**src/rtl/scan_decoder.sv**
```systemverilog
// rtl/scan_decoder.sv - registered N-to-2^N one-hot decoder with direct and auto-scan modes
module scan_decoder #(
  parameter int N          = 3,
  parameter int DWELL      = 20,
  parameter int ACTIVE_LOW = 0
) (
  input  logic              clk,
  input  logic              rst_n,
  input  logic              en,
  input  logic              mode,
  input  logic              load,
  input  logic [N-1:0]      a,
  output logic [2**N-1:0]   y,
  output logic [N-1:0]      idx,
  output logic              wrap,
  output logic              busy
);

  localparam int M  = 2**N;
  localparam int CW = (DWELL > 1) ? $clog2(DWELL) : 1;

  localparam logic [CW-1:0] CNT_LAST = CW'(DWELL - 1);
  localparam logic [N-1:0]  IDX_LAST = {N{1'b1}};
  localparam logic [M-1:0]  Y_IDLE   = (ACTIVE_LOW != 0) ? {M{1'b1}} : {M{1'b0}};

  typedef enum logic [1:0] {
    IDLE,
    DIRECT,
    SCAN
  } state_t;

  state_t        state;
  logic [CW-1:0] cnt;

  function automatic logic [M-1:0] drive(input logic [N-1:0] i);
    logic [M-1:0] oh;
    oh    = '0;
    oh[i] = 1'b1;
    return (ACTIVE_LOW != 0) ? ~oh : oh;
  endfunction

  // Next state depends only on en/mode, so every branch also sets that state's outputs.
  always_ff @(posedge clk or negedge rst_n) begin
    if (!rst_n) begin
      state <= IDLE;
      idx   <= '0;
      cnt   <= '0;
      wrap  <= 1'b0;
      busy  <= 1'b0;
      y     <= Y_IDLE;
    end else begin
      wrap <= 1'b0;
      cnt  <= '0;
      if (!en) begin
        state <= IDLE;
        busy  <= 1'b0;
        y     <= Y_IDLE;
      end else if (!mode) begin
        state <= DIRECT;
        busy  <= 1'b0;
        idx   <= a;
        y     <= drive(a);
      end else begin
        state <= SCAN;
        busy  <= 1'b1;
        // Entry and load both restart a full dwell; load never flags a wrap.
        if (state != SCAN || load) begin
          idx <= load ? a : idx;
          y   <= drive(load ? a : idx);
        end else if (cnt == CNT_LAST) begin
          idx  <= idx + 1'b1;
          y    <= drive(idx + 1'b1);
          wrap <= (idx == IDX_LAST);
        end else begin
          cnt <= cnt + 1'b1;
          y   <= drive(idx);
        end
      end
    end
  end

endmodule

```
**config.mk**
```make
export PLATFORM = sky130hd
export DESIGN_NAME = scan_decoder
export DESIGN_NICKNAME = d
export VERILOG_FILES = /design/src/rtl/scan_decoder.sv
export SDC_FILE = /design/constraint.sdc
export NUM_CORES = 1
export LEC_CHECK = 0
export CAP_MARGIN = 20
export CORE_AREA = 2 2 54 56
export DETAILED_ROUTE_END_ITERATION = 10
export DIE_AREA = 0 0 56 58
export PLACE_DENSITY = 0.76
export SETUP_SLACK_MARGIN = 0.1
export SYNTH_ARGS = -nofsm -noshare
export SYNTH_HDL_FRONTEND = slang
export SYNTH_SLANG_ARGS = --single-unit
```
**constraint.sdc**
```tcl
create_clock -name clk -period 1.68 [get_ports clk]
set_clock_uncertainty 0.2 [all_clocks]
set_input_delay 0.252 -clock clk [delete_from_list [all_inputs] [get_ports clk]]
set_output_delay 0.252 -clock clk [all_outputs]
set_load 0.02 [all_outputs]
```
# Word-level counts from Yosys, hierarchy flattened
# Cells that the tools add are included.
# totals
regBits	20
latchBits	0
ramBits	0
mem_bits_ro	0
inputBits	8
out_inout_bits	13
elab_cells	54
n_memories	0
# classes
n_addsub	2
n_mul	0
div_mod_pow	0
magnitude_cmp	8
eq_ne	4
shifts	0
n_mux	28
bitwise	0
reduce_logical	6
# op_table
operator	count
$mux 8	4
$mux 5	4
$lt 3x4->1 const B	4
$demux 1 s3	4
$ge 3x1->1 const B	4
$mux 3	4
$mux 1	10
$add 5x1->5 const B	1
$eq 5x5->1 const B	1
$logic_and 1x1->1	4
$mux 2	2
$add 3x1->3 const B	1
$eq 3x3->1 const B	1
$ne 3x1->1 const B	1
$ne 2x2->1 const B	1
$reduce_and 2->1	1
$logic_or 1x1->1	1

# Logic depth before layout (Yosys ltp)
# logic_depth
ltp_word	9
ltp_mapped	6
ltp_nobuf	5

# Worst setup path after synthesis
# OpenSTA, ideal clock, no wires.
# synth_timing
kind	register -> register
from	register idx[0]
to	register y[0]
setup_time_ns	0.065
arrival_time_ns	1.621
t_required_ns	1.415
path_slack_ns	-0.207
path_stages_with_launch	6
n_path_buf	0
synth_period_minus_slack_ns	1.887
path_cell_list	dfrtp_1 -> ha_1 -> ha_1 -> nor4_1 -> a2bb2oi_1 -> a31o_1
# synth_via
elab_chain_cells	9
elab_cells_between_ends	21
cone_classes	add/sub: 1; order compare: 6; mux: 11; reduce/logical: 3
# synth_rtl
item	line	text
from (decl)	14	output logic [N-1:0] idx,
from (signal assigned)	68	idx <= load ? a : idx;
from (signal assigned)	71	idx <= idx + 1'b1;
$add 3x1->3	72	y <= drive(idx + 1'b1);
$lt 3x4->1 (implied by the code) / $ge 3x1->1 (equally long branches)	38	oh[i] = 1'b1;
$logic_and 1x1->1 (implied by the code)	38	
$mux 1 (implied by the code)	38	
$demux 1 s3	38	
$mux 8	70	end else if (cnt == CNT_LAST) begin
$mux 8 (*)	67	if (state != SCAN || load) begin
$mux 8 (*)	58	end else if (!mode) begin
$mux 8 (*)	54	if (!en) begin
to (signal assigned)	62	y <= drive(a);
to (signal assigned)	69	y <= drive(load ? a : idx);
to (signal assigned)	72	
to (decl)	13	output logic [2**N-1:0] y,
# Every way passes the cells marked *; elsewhere a longest branch is shown, timed or not.
# A chain may end at the register's enable or synchronous reset.

# Final worst setup path
# layout_timing
from	input port load
to	register y[0]
# layout_via
elab_chain_cells	8
elab_cells_between_ends	10
cone_classes	order compare: 2; mux: 6; reduce/logical: 2
# layout_rtl
item	line	text
from (decl)	11	input logic load,
$mux 3	69	
$lt 3x4->1 (implied by the code) / $ge 3x1->1 (equally long branches)	38	
$logic_and 1x1->1 (implied by the code)	38	
$mux 1 (implied by the code)	38	
$demux 1 s3	38	
$mux 8 (*)	67	
$mux 8 (*)	58	
$mux 8 (*)	54	
# Marks and branches as above.

==> Implementation_results.wiki <==
{| class="wikitable"
! Metric !! Value
|-
| Run status || finished with violations
|-
| Violations in the final reports || setup timing
|-
| Final setup slack of the worst path || -0.08320 ns
|-
| Crit path kind || input port to flop
|-
| Standard cell area after detailed placement || 1810 um^2
|-
| Xor/xnor cell area share of the yosys netlist || 1.437%
|-
| Pin count of the biggest net entering global routing || 20
|-
| Largest delay share family, worst path || buffers and inverters
|-
| Worst slew margin || 78.17%
|-
| Average instance area after synthesis || 8.831 um^2
|-
| X dimension of the die || 56 um
|-
| Number of enable-type register cells in the synthesized netlist || 0
|-
| Htree depth || 1
|-
| Yosys top cell by area || sky130_fd_sc_hd__dfrtp_1
|-
| Fraction of final layout cells with drive strength greater than 1 || 44.72%
|-
| Kind of start point of the critical path || input port
|-
| Number of diodes added for antenna fixing || 0
|-
| Max Freq || 567.2 MHz
|-
| Clock tree from TritonCTS || done
|-
| Area share of fa/ha/maj cells after synthesis || 3.080%
|-
| Worst Max-Slew Pin Slew || 0.3247 ns
|-
| Count of yosys warnings during synthesis || 0
|-
| Total number of vias || 1370
|-
| Top-count cell post-synth || sky130_fd_sc_hd__dfrtp_1
|-
| Net Count, Synth || 149
|-
| Share of the synthesized area in the top cell type || 39.01%
|-
| NumNets Final || 211
|-
| Fin crit share || 105.0%
|-
| Number of buffers and inverters on the critical path || 2
|-
| CTS max path bufs || 2
|-
| Unrepaired setup endpoints after global routing || yes
|-
| Number of instances in the synthesized netlist || 138
|-
| Total wire length after detailed routing || 4.188 mm
|-
| Largest incremental delay on the critical path || 0.43 ns
|-
| Remaining Overflow, GRT || 0
|-
| TritonCTS Buffers || 3
|-
| Mapped Area || 1219 um^2
|-
| Static leakage power || 0.8957 nW
|-
| Clock insertion delay at the later pin of the skew report || 0.32 ns
|-
| Via count of the first global-routing pass || 1246
|-
| Wire length of the first global-routing pass || 6.134 mm
|-
| Top cells by count, synth || sky130_fd_sc_hd__dfrtp_1 (19), sky130_fd_sc_hd__nand2_1 (12), sky130_fd_sc_hd__nand3_1 (7), sky130_fd_sc_hd__nor2_1 (7), sky130_fd_sc_hd__nor3_1 (7)
|-
| Final count of pins violating max slew || 0
|-
| Number of placement rows || 19
|-
| Floorplan Core Area || 2663 um^2
|-
| Number of violations of the max-capacitance limit || 0
|-
| Area fraction in and, or, nand and nor cells after synthesis || 25.98%
|-
| Number of routed nets with antenna violations || 0
|-
| Sink count of the clock tree || 19
|-
| Combinational family with the most area after synthesis || simple AND/OR/NAND/NOR gates
|-
| Proportion of synthesized chip area in sequential cells || 39.01%
|-
| Count of cell types in the netlist || 40
|-
| Highest-delay cell along the critical path || sky130_fd_sc_hd__clkdlybuf4s50_1
|-
| Starting density of the core || 45.77%
|-
| Data arrival time of the critical path || 1.78 ns
|-
| List of cells traversed by the critical path || clkdlybuf4s50_1, buf_4, nor3b_4, nand2_1, a2bb2oi_1, a31o_1
|-
| Die area || 3248 um^2
|-
| Post-route cell area || 2029 um^2
|-
| Final worst path period need || 1.763 ns
|-
| Number of optimization iterations in the first detailed-route pass || 4
|-
| Detailed Place HPWL || 2.716 mm
|-
| Post-CTS Hold Buffers || 0
|-
| CTS clock-pin slew for the worst setup and hold paths || 0.13 ns
|-
| DRC Markers || 0
|-
| Post-synthesis mux area share || 4.209%
|-
| Largest voltage drop on the vdd net || 0.5141 mV
|-
| Area Growth Syn to Fin || 66.53%
|-
| Primary FF master, synth || sky130_fd_sc_hd__dfrtp_1
|-
| Root Buffer || sky130_fd_sc_hd__clkbuf_4
|-
| Antenna violations before repair || 0
|-
| Most area-consuming cells after synthesis || sky130_fd_sc_hd__dfrtp_1 (39%), sky130_fd_sc_hd__nand2_1 (3.7%), sky130_fd_sc_hd__mux2i_1 (3.3%)
|-
| Mean routed wirelength per cell || 18.21 um
|-
| Synth Area in Compound Gates || 20.53%
|-
| I/O Buffers || 20
|-
| Initial DRC count || 45
|-
| Share of synthesized registers carrying an async set or reset || 100.0%
|-
| Worst hold-check path type || input port to asynchronous set/reset pin
|-
| Gp weighted congestion || 0.9024
|-
| Global-route total usage across every layer || 24.35%
|-
| Cell area power density || 620.7 nW/um^2
|-
| Crit-path max FO || 6
|-
| Die Ht || 58 um
|-
| Sum of negative setup slack || -0.4182 ns
|-
| IO Count || 21
|-
| Kind of capture point of the worst setup path || flop
|-
| Required @ worst endpoint || 1.70 ns
|-
| Number of vias per cell after detailed routing || 5.957
|-
| Final setup violation count || 8
|-
| Final hold violation count || 0
|-
| Total of flip-flops plus latches after synthesis || 19
|}
report_power, final:
| group | leakage [nW] | internal (W) | total (W) | switching [W] |
|---|---|---|---|---|
| Sequential | 0.250 | 0.000480 | 0.000497 | 0.0000171 |
| Clock | 0.0177 | 0.0000892 | 0.000260 | 0.000171 |
| Combinational | 0.629 | 0.000238 | 0.000503 | 0.000265 |
state kept, by name, indices dropped and copies added (netlist names):
name   cells
wrap       1
state      1
cnt        5
busy       1
y          8
idx        3
metrics by stage:
stage	util, %	total power (W)	cells	hold WS [ns]	setup WS [ns]
after floorplan	-	0.0007289	138	-0.2436	0.007918
after global placement	68.00	0.0009170	222	0.3699	-0.2851
after detailed placement	68.00	0.0009212	222	0.3759	-0.3238
after CTS	72.18	0.001190	229	0.06797	-0.04603
after global routing	76.22	0.001311	230	0.06838	-0.1218
final	76.22	0.001260	230	0.04339	-0.08320
routing by layer:
metal  GRT usage, %  vias up  part of all wire, %
li1               -      631                    -
met2          43.36       64                   51
met1          31.72      665                   42
met4          6.122        0                  1.8
met3          2.902       10                  6.0
met5              0        -                    0
logic make-up after synthesis:
kind of cell	Yosys count
compound gates	34
simple gates	58
buf+inv	17
xor+xnor	2
mux	5
flops	19
fa+ha+maj	3
cells in the final DEF, fill, tap and decap left out, drive strengths merged, types with 2 or more instances in the layout:
| cell type | Yosys | layout |
|---|---|---|
| mux2i | 4 | 4 |
| and2 | 3 | 3 |
| o211ai | 3 | 3 |
| nand4 | 2 | 2 |
| buf | 5 | 50 |
| xnor2 | 2 | 2 |
| nand2 | 12 | 12 |
| a21oi | 3 | 3 |
| ha | 3 | 3 |
| a31oi | 3 | 3 |
| nand2b | 6 | 6 |
| clkbuf | 6 | 3 |
| nor2 | 7 | 7 |
| o221ai | 2 | 2 |
| a2bb2oi | 4 | 4 |
| clkdlybuf4s50 | 0 | 7 |
| nor3 | 7 | 7 |
| o21ai | 5 | 5 |
| o32ai | 3 | 3 |
| nor4 | 2 | 2 |
| nor2b | 4 | 4 |
| nand3 | 7 | 7 |
| o22ai | 2 | 2 |
| inv | 6 | 6 |
| nand3b | 3 | 3 |
| dlygate4sd2 | 0 | 10 |
| dfrtp | 19 | 19 |
timing repair:
action,4_1_cts,5_1_grt
setup endpoints to repair,26,17
buffers inserted,3,1
pin swaps,13,10
resized for setup,39,19
endpoints found under the hold margin,0,0
worst paths after layout:
kind	slack [ns]	endpoint	start	depth (start not counted)
worst min register to register	0.39	cnt[0]	cnt[0]	2
min in group clk	0.39	cnt[0]	cnt[0]	2
worst max register to register	-0.08	y[4]	cnt[1]	6
worst min-delay path	0.04	busy	rst_n	2
max in group asynchronous	1.01	idx[1]	rst_n	2
worst max-delay path	-0.08	y[0]	load	6
cell type report:
type / count / area (um^2)
Multi-Input combinational cell: 102 / 904.6
Clock inverter: 1 / 5.005
Sequential cell: 19 / 479.2
Inverter: 6 / 22.52
Fill cell: 191 / 633.1
Timing Repair Buffer: 68 / 556.8
Clock buffer: 3 / 22.52
Tap cell: 31 / 38.79
Note: power is estimated with default switching activity, not from simulation.
